[config.mk]
export PLATFORM = sky130hd
export DESIGN_NAME = counter
export DESIGN_NICKNAME = d
export VERILOG_FILES = /design/src/rtl/counter.sv
export SDC_FILE = /design/constraint.sdc
export NUM_CORES = 1
export LEC_CHECK = 0
export CORE_MARGIN = 4
export CORE_UTILIZATION = 40
export DETAILED_ROUTE_END_ITERATION = 12
export PLACE_DENSITY = 0.75
export SETUP_SLACK_MARGIN = 0.02
export SLEW_MARGIN = 20
export SYNTH_ARGS = -nofsm -noshare
export SYNTH_HDL_FRONTEND = slang
export SYNTH_SLANG_ARGS = --single-unit
[constraint.sdc]
create_clock -name clk -period 3.7 [get_ports clk]
set_input_delay 0.74 -clock clk [delete_from_list [all_inputs] [get_ports clk]]
set_output_delay 0.74 -clock clk [all_outputs]
set_load 0.005 [all_outputs]
[src/rtl/counter.sv]
// Free-running WIDTH-bit up-counter with an active-high count enable.
// An active-low asynchronous reset clears the count; out comes straight off the register.
`timescale 1ns/1ps
module counter #(
  parameter int unsigned WIDTH = 26
) (
  input  logic             resetn,
  input  logic             clk,
  input  logic             en,
  output logic [WIDTH-1:0] out
);

  logic [WIDTH-1:0] count_q;
  logic [WIDTH-1:0] count_d;

  // Plain unsigned add: all-ones rolls over to zero with no flag and no stall.
  always_comb begin
    count_d = count_q;
    if (en) begin
      count_d = count_q + WIDTH'(1);
    end
  end

  always_ff @(posedge clk or negedge resetn) begin
    if (!resetn) begin
      count_q <= '0;
    end else begin
      count_q <= count_d;
    end
  end

  assign out = count_q;

endmodule

==> impl_metrics.tcl, run 1 <==
set metrics [dict create \
    yosysUniqueCellTypes 16 \
    p_per_area_mw_per_mm2 476 \
    start_util_pct 41.9 \
    ys_ff_latch 26 \
    vdd_drop_max_mv 0.318 \
    fmax_mhz 466 \
    syn2layout_area_growth_pct 32.5 \
    start_kind "flip-flop" \
    synth_flop_cell "dfrtp_1" \
    grt_max_degree 27 \
    grt.total_usage_pct 13.7 \
    slowest_stage "clkdlybuf4s50_1" \
    crit_buf_inv 1 \
    min_period_over_period_pct 58.0 \
    fin_crit_ps 2150 \
    avgSynthCellArea_um2 12.3 \
    end_kind "output pin" \
    rsz0062_at_grt "no" \
    relSlewSlack_pct 69.4 \
    synth_edf_count 0 \
    insertion_delay_ps 320 \
    r2r_end "out[23]" \
    synth_top_area_share_pct 55.9 \
    sw_frac_of_total_pct 28.0 \
    layout-drive-gt1-share_pct 8.59 \
    crit_required_ps 2960 \
    largest_reg_flops 26 \
    ant_nets 0 \
    holdBufCountCts 0 \
    dr.pass1.iters 3 \
    crit_arrival_ps 1410 \
    hold_start "out[25]" \
    status "finished clean" \
    placedCellCount 155 \
    ioPinCount 29 \
    total_power_mw 0.735 \
    finalSetupViolCount 0 \
    diodes 0 \
    wl_mm 2.28 \
    pwr-share-clk_pct 26.3 \
    post-place-ws_ps 1220 \
    syn_area_mm2 0.00116 \
    cts_inserted_buffers 3 \
    worstPathMaxFanout 5 \
    holdPathEnd "out[25]" \
    port_buffers 28 \
    reg2reg_depth 4 \
    drc 0 \
    setup_slack_ps 1550 \
    cts_tree "done" \
    htree_levels 1 \
    synth_area_leader_cell "dfrtp_1" \
    maxCapViolCount 0 \
    dp_hpwl_mm 1.76 \
    cts_max_path_buffers 2 \
    antenna_found_initial 0 \
    yosys-top-cells-area "dfrtp_1 56%, xnor2_1 14%, xor2_1 5.3%" \
    post_cts_resized 0 \
    min_path_cells 1 \
    r2r_slack_ps 2040 \
    async_flop_share_pct 100 \
    fp.dieW_um 62.0 \
    synth_most_common_cell "dfrtp_1" \
    cts-root-buf "clkbuf_4" \
    finalSetupTns_ps 0 \
    r2r-start "out[0]" \
    p_sw_mw 0.206 \
    grt_pass1_wl_mm 3.87 \
    post_drt_wl_per_cell_um 14.3 \
    grt_pass1_vias 883 \
    criticalPathCategory "reg2out" \
    instances_no_fill 159 \
    tightest_slew_ps 456 \
    path_clk_slew_ps 140 \
    fin_skew_ps 3.22 \
    hold_path_class "reg2reg" \
    cts.sinks 26 \
    die_h_um 62.0 \
    synth.net_count 99 \
    nNetsFinal 133 \
    synthCells 95 \
    vias 825 \
    core_mm2 0.00278 \
    seq_area_frac_synth_pct 55.9 \
    post-cts-setup-buffers 0 \
    overflow 0 \
    pwr-share-comb_pct 21.5 \
    finalMaxSlewViolations 0 \
    row_count 19 \
    critical-path-top-delay-family "buffers and inverters" \
    dieArea_mm2 0.00384 \
    hold_viol_final 0 \
    worstSetupStartpoint "out[2]" \
    critPathMaxStageDelay_ps 570 \
    seq_power_share_pct 52.2 \
    ys.warnings.count 0 \
    vias_per_cell 5.19 \
    path_cells "clkdlybuf4s50_1" \
    yosys-top-cells-count "26 x dfrtp_1, 18 x xnor2_1, 10 x nand2_1" \
    power.internal_mw 0.530 \
    place.gp.congestion 0.737 \
    drtIter0Drc 16 \
    leakage_nw 0.689 \
]
[worst max-delay path by stage]
stage,to,cells past startpoint,slack (ps)
floorplan,out[23],4,2050
global placement,out[23],5,1240
detailed placement,out[23],5,1220
CTS,out[2],1,1540
global route,out[23],5,1460
finish,out[2],1,1550
[power by group through the flow]
stage / combinational [mW] / sequential [mW] / clock, mW
2_1_floorplan: 0.0643 / 0.381 / 0
3_3_place_gp: 0.156 / 0.386 / 0
3_5_place_dp: 0.160 / 0.389 / 0
4_1_cts: 0.162 / 0.384 / 0.199
5_1_grt: 0.174 / 0.393 / 0.215
6_report: 0.158 / 0.384 / 0.193
[layer usage]
| layer | vias to the layer above | global-route usage [%] | wire length [um] |
|---|---|---|---|
| met4 | 0 | 4.55 | 16 |
| met5 | - | 0 | 0 |
| met1 | 407 | 17.9 | 1070 |
| met2 | 23 | 22.6 | 1070 |
| met3 | 2 | 2.69 | 126 |
| li1 | 393 | - | - |
[area by class of cell]
cell class                 count  area (um^2)
tap                           31         38.8
clock buffer                   3         22.5
fill                         259         1240
timing repair buffer          29          288
clock inverter                 1         30.0
sequential                    26          651
multi-input combinational     69          514
[metrics by stage]
stage | cell area, um^2 | util, % | hold WS, ps
finish | 1540 | 55.5 | 481
detailed placement | 1490 | 53.6 | 474
global route | 1540 | 55.5 | 522
global placement | 1490 | 53.6 | 460
floorplan | 1160 | - | 444
CTS | 1540 | 55.5 | 493
[cell usage in the layout (no fill, tap or decap)]
cell type,netlist,final
xnor2_1,18,18
and4_1,2,2
nand4_2,1,1
nand3_2,1,1
nor3_1,2,2
nand2_1,10,10
and3_1,6,6
nand4_1,5,5
mux2_2,1,1
dfrtp_1,26,26
nand3_4,1,1
buf_4,0,1
xor2_1,7,7
nor2_1,4,4
clkdlybuf4s50_1,0,28
nand3_1,8,8
clkbuf_4,0,3
bufinv_16,0,1
ha_1,1,1
nor4_4,2,2
[cells by family after synthesis]
family,after synthesis,synth area share [%]
AND/OR/NAND/NOR,42,23.3
XOR/XNOR,25,18.8
flip-flops,26,55.9
adder cells (fa/ha/maj),1,1.07
multiplexers,1,0.967
No activity file was read; power rests on OpenSTA's default activity.
==> run 2, diff against run 1 <==
--- a/config.mk
+++ b/config.mk
@@ -8,7 +8,7 @@
 export CORE_MARGIN = 4
 export CORE_UTILIZATION = 40
 export DETAILED_ROUTE_END_ITERATION = 12
-export PLACE_DENSITY = 0.75
+export PLACE_DENSITY = 0.78
 export SETUP_SLACK_MARGIN = 0.02
 export SLEW_MARGIN = 20
 export SYNTH_ARGS = -nofsm -noshare
==> constraint.sdc (replaced) <==
create_clock -name clk -period 1.9 [get_ports clk]
set_input_delay 0.38 -clock clk [delete_from_list [all_inputs] [get_ports clk]]
set_output_delay 0.38 -clock clk [all_outputs]
set_load 0.005 [all_outputs]
==> impl_metrics.tcl, run 2 (same netlist as run 1, synthesis figures left out) <==
set metrics [dict create \
    status "finished clean" \
    finalMaxSlewViolations 0 \
    insertion_delay_ps 320 \
    finalSetupViolCount 0 \
    fill_cells 265 \
    sw_frac_of_total_pct 28.2 \
    start_kind "flip-flop" \
    ant_nets 0 \
    pwr-share-clk_pct 26.1 \
    r2r-start "out[0]" \
    diodes 0 \
    hold_ws_ps 403 \
    crit_required_ps 1520 \
    grt.total_usage_pct 13.8 \
    overflow 0 \
    r2r_slack_ps 270 \
    final_common_cell "clkdlybuf4s50_1" \
    cts_inserted_buffers 3 \
    rsz0062_at_grt "no" \
    die_h_um 62.0 \
    cts_tree "done" \
    core_mm2 0.00278 \
    dr.pass1.iters 4 \
    place.gp.congestion 0.777 \
    p_per_area_mw_per_mm2 923 \
    fp.dieW_um 62.0 \
    grt_pass1_wl_mm 3.86 \
    power.internal_mw 1.04 \
    start_util_pct 41.9 \
    nNetsFinal 137 \
    largest_reg_flops 26 \
    final_cell_mix "28 x clkdlybuf4s50_1, 26 x dfrtp_1, 18 x xnor2_1" \
    pwr-share-comb_pct 22.6 \
    dp_hpwl_mm 1.74 \
    r2r_end "out[24]" \
    wl_mm 2.28 \
    vias_per_cell 5.01 \
    post_cts_resized 0 \
    vdd_drop_max_mv 0.654 \
    crit_buf_inv 1 \
    layout-drive-gt1-share_pct 11.4 \
    critPathMaxStageDelay_ps 560 \
    path_clk_slew_ps 140 \
    post-cts-setup-buffers 0 \
    maxCapViolCount 0 \
    port_buffers 28 \
    htree_levels 1 \
    cts_max_path_buffers 2 \
    relSlewSlack_pct 76.0 \
    crit_arrival_ps 1380 \
    reg2reg_depth 5 \
    leakage_nw 0.709 \
    drc 0 \
    worstPathMaxFanout 5 \
    grt_pass1_vias 829 \
    p_sw_mw 0.410 \
    placedCellCount 159 \
    fin_crit_ps 1760 \
    ioPinCount 29 \
    hold_path_class "in2async" \
    syn2layout_area_growth_pct 35.1 \
    seq_power_share_pct 51.3 \
    post_drt_wl_per_cell_um 14.0 \
    final_util_pct 56.6 \
    fin_skew_ps 1.00 \
    antenna_found_initial 0 \
    grt_max_degree 27 \
    hold_viol_final 0 \
    fmax_mhz 568 \
    instances_no_fill 163 \
    multi_input_area_um2 514 \
    holdBufCountCts 0 \
    ff_latch_area_um2 651 \
    criticalPathCategory "reg2out" \
    row_count 19 \
    cts.sinks 26 \
    path_cells "clkdlybuf4s50_1" \
    cts-root-buf "clkbuf_4" \
    min_period_over_period_pct 92.7 \
    tightest_slew_ps 358 \
    dieArea_mm2 0.00384 \
    drtIter0Drc 18 \
    slowest_stage "clkdlybuf4s50_1" \
    vias 816 \
    critical-path-top-delay-family "buffers and inverters" \
    end_kind "output pin" \
]
-- run 2: metal layers --
layer,GRT usage [%],wire length (um),vias to the layer above
met5,0,0,-
met4,4.55,0,0
met3,3.51,144,0
met2,22.3,1120,21
met1,18.1,1020,391
li1,-,-,404
-- run 2: how the worst max path moves through the flow --
| stage | start | end | slack (ps) | depth (start not counted) |
|---|---|---|---|---|
| global route | out[2] | out[2] | 70 | 1 |
| CTS | out[2] | out[2] | 120 | 1 |
| finish | out[2] | out[2] | 140 | 1 |
| floorplan | out[0] | out[23] | 450 | 4 |
| detailed placement | en | out[24] | -20 | 5 |
| global placement | en | out[24] | 20 | 5 |
-- run 2: per-stage QoR --
step	setup TNS [ps]	total power [mW]	setup WS (ps)	instance area, um^2
after global routing	0	1.54	67.0	1570
after floorplan	0	0.868	449	1160
after detailed placement	-35.1	1.09	-24.1	1520
after CTS	0	1.48	122	1570
after global placement	0	1.06	22.9	1520
final	0	1.45	139	1570
-- run 2: area by class of cell --
| cell class | count | area share [%] |
|---|---|---|
| Timing Repair Buffer | 33 | 20.2 |
| Sequential cell | 26 | 41.3 |
| Clock buffer | 3 | 1.43 |
| Clock inverter | 1 | 1.91 |
| Tap cell | 31 | 2.46 |
| Multi-Input combinational cell | 69 | 32.7 |
-- run 2: power by group through the flow --
stage | Clock (mW) | Sequential, mW | Combinational, mW
4_1_cts | 0.391 | 0.748 | 0.338
5_1_grt | 0.420 | 0.763 | 0.355
6_report | 0.380 | 0.745 | 0.328
2_1_floorplan | 0 | 0.742 | 0.125
3_5_place_dp | 0 | 0.756 | 0.336
3_3_place_gp | 0 | 0.751 | 0.311
==> run 3, diff against run 2 <==
--- a/config.mk
+++ b/config.mk
@@ -5,10 +5,11 @@
 export SDC_FILE = /design/constraint.sdc
 export NUM_CORES = 1
 export LEC_CHECK = 0
+export CORE_ASPECT_RATIO = 0.8
 export CORE_MARGIN = 4
 export CORE_UTILIZATION = 40
 export DETAILED_ROUTE_END_ITERATION = 12
-export PLACE_DENSITY = 0.78
+export PLACE_DENSITY = 0.79
 export SETUP_SLACK_MARGIN = 0.02
 export SLEW_MARGIN = 20
 export SYNTH_ARGS = -nofsm -noshare
==> impl_metrics.tcl, run 3 (same netlist as run 1, synthesis figures left out) <==
set metrics [dict create \
    syn2layout_area_growth_pct 35.9 \
    cts_tree "done" \
    cts-root-buf "clkbuf_4" \
    fin_crit_ps 1770 \
    worstPathMaxFanout 5 \
    grt_max_degree 27 \
    nNetsFinal 137 \
    wl_mm 2.31 \
    hold_viol_final 0 \
    start_kind "flip-flop" \
    drc 0 \
    finalSetupViolCount 0 \
    path_clk_slew_ps 150 \
    hold_path_class "in2async" \
    fin_skew_ps 7.15 \
    r2r-start "out[0]" \
    status "finished clean" \
    crit_buf_inv 1 \
    crit_required_ps 1520 \
    fp.dieW_um 68.3 \
    holdBufCountCts 0 \
    criticalPathCategory "reg2out" \
    path_cells "clkdlybuf4s50_1" \
    final_common_cell "clkdlybuf4s50_1" \
    insertion_delay_ps 320 \
    largest_reg_flops 26 \
    finalMaxSlewViolations 0 \
    place_area_mm2 0.00153 \
    port_buffers 28 \
    critPathMaxStageDelay_ps 550 \
    htree_levels 1 \
    ant_nets 0 \
    ioPinCount 29 \
    rsz0062_at_grt "no" \
    post-cts-setup-buffers 0 \
    post_drt_wl_per_cell_um 13.6 \
    crit_path_end "out[2]" \
    p_per_area_mw_per_mm2 912 \
    grt_pass1_vias 894 \
    post_cts_resized 0 \
    start_util_pct 42.1 \
    row_count 17 \
    worstSetupStartpoint "out[2]" \
    maxCapViolCount 0 \
    crit_arrival_ps 1390 \
    layout-drive-gt1-share_pct 11.4 \
    die_h_um 56.3 \
    r2r_slack_ps 270 \
    reg2reg_depth 5 \
    cts_inserted_buffers 3 \
    grt_pass1_wl_mm 4.04 \
    fmax_mhz 566 \
    slowest_stage "clkdlybuf4s50_1" \
    dieArea_mm2 0.00384 \
    dp_hpwl_mm 1.75 \
    place.gp.congestion 0.825 \
    relSlewSlack_pct 75.2 \
    diodes 0 \
    leakage_nw 0.709 \
    final_cell_mix "28 x clkdlybuf4s50_1, 26 x dfrtp_1, 18 x xnor2_1" \
    r2r_end "out[16]" \
    vdd_drop_max_mv 0.660 \
    end_kind "output pin" \
    core_mm2 0.00277 \
    grt.total_usage_pct 13.5 \
    crit_cells 1 \
    finalSetupTns_ps 0 \
    min_period_over_period_pct 93.0 \
    vias_per_cell 5.00 \
    drtIter0Drc 18 \
    cts_max_path_buffers 2 \
    vias 850 \
    overflow 0 \
    cts.sinks 26 \
    final_area_mm2 0.00158 \
    dr.pass1.iters 4 \
    critical-path-top-delay-family "buffers and inverters" \
    tightest_slew_ps 370 \
    antenna_found_initial 0 \
]
[run 3: cell counts in the layout (fill, tap and decap cells not counted)]
Identical to the previous run, type by type.
[run 3: area by class of cell]
cell class                      count  area [um^2]
Fill cell                         249         1180
Tap cell                           38         47.5
Multi-Input combinational cell     69          514
Clock inverter                      1         30.0
Timing Repair Buffer               33          318
Sequential cell                    26          651
Clock buffer                        3         22.5
[run 3: how the worst min path moves through the flow]
| stage | from | endpoint | slack (ps) | cells past startpoint |
|---|---|---|---|---|
| 2_1_floorplan | resetn | out[0] | 80 | 0 |
| 3_3_place_gp | out[25] | out[25] | 460 | 1 |
| 3_5_place_dp | out[25] | out[25] | 480 | 1 |
| 4_1_cts | resetn | out[19] | 420 | 2 |
| 5_1_grt | resetn | out[19] | 430 | 2 |
| 6_report | resetn | out[18] | 410 | 2 |
[run 3: per-layer routing]
layer,up-vias,share of wire (%),global-route usage [%],wire (um)
li1,402,-,-,-
met2,24,47,20.6,1080
met5,-,0,0,0
met4,0,0.61,1.98,14
met3,2,4.3,4.60,99
met1,422,48,18.7,1110
[run 3: worst register-to-register path, stage by stage, from the launching register on]
cell     delay [ps]
dfrtp_1         480
ha_1            220
nand4_2         190
nor4_4          320
nand4_1         180
xnor2_1         150
[run 3: power by group]
| part | switching, mW | leakage [nW] | internal, mW |
|---|---|---|---|
| Combinational | 0.113 | 0.330 | 0.203 |
| Clock | 0.168 | 0.0279 | 0.213 |
| Sequential | 0.121 | 0.351 | 0.624 |
| Total | 0.402 | 0.709 | 1.04 |
[run 3: stage by stage]
stage / hold WS (ps) / cells / util, % / total power, mW / worst slack (ps)
6_report: 407 / 170 / 57.2 / 1.44 / 133
5_1_grt: 428 / 170 / 57.2 / 1.51 / 99.9
3_3_place_gp: 461 / 166 / 55.3 / 1.06 / 20.2
3_5_place_dp: 482 / 166 / 55.3 / 1.07 / -56.7
2_1_floorplan: 84.4 / 95 / - / 0.868 / 449
4_1_cts: 420 / 170 / 57.2 / 1.45 / 125
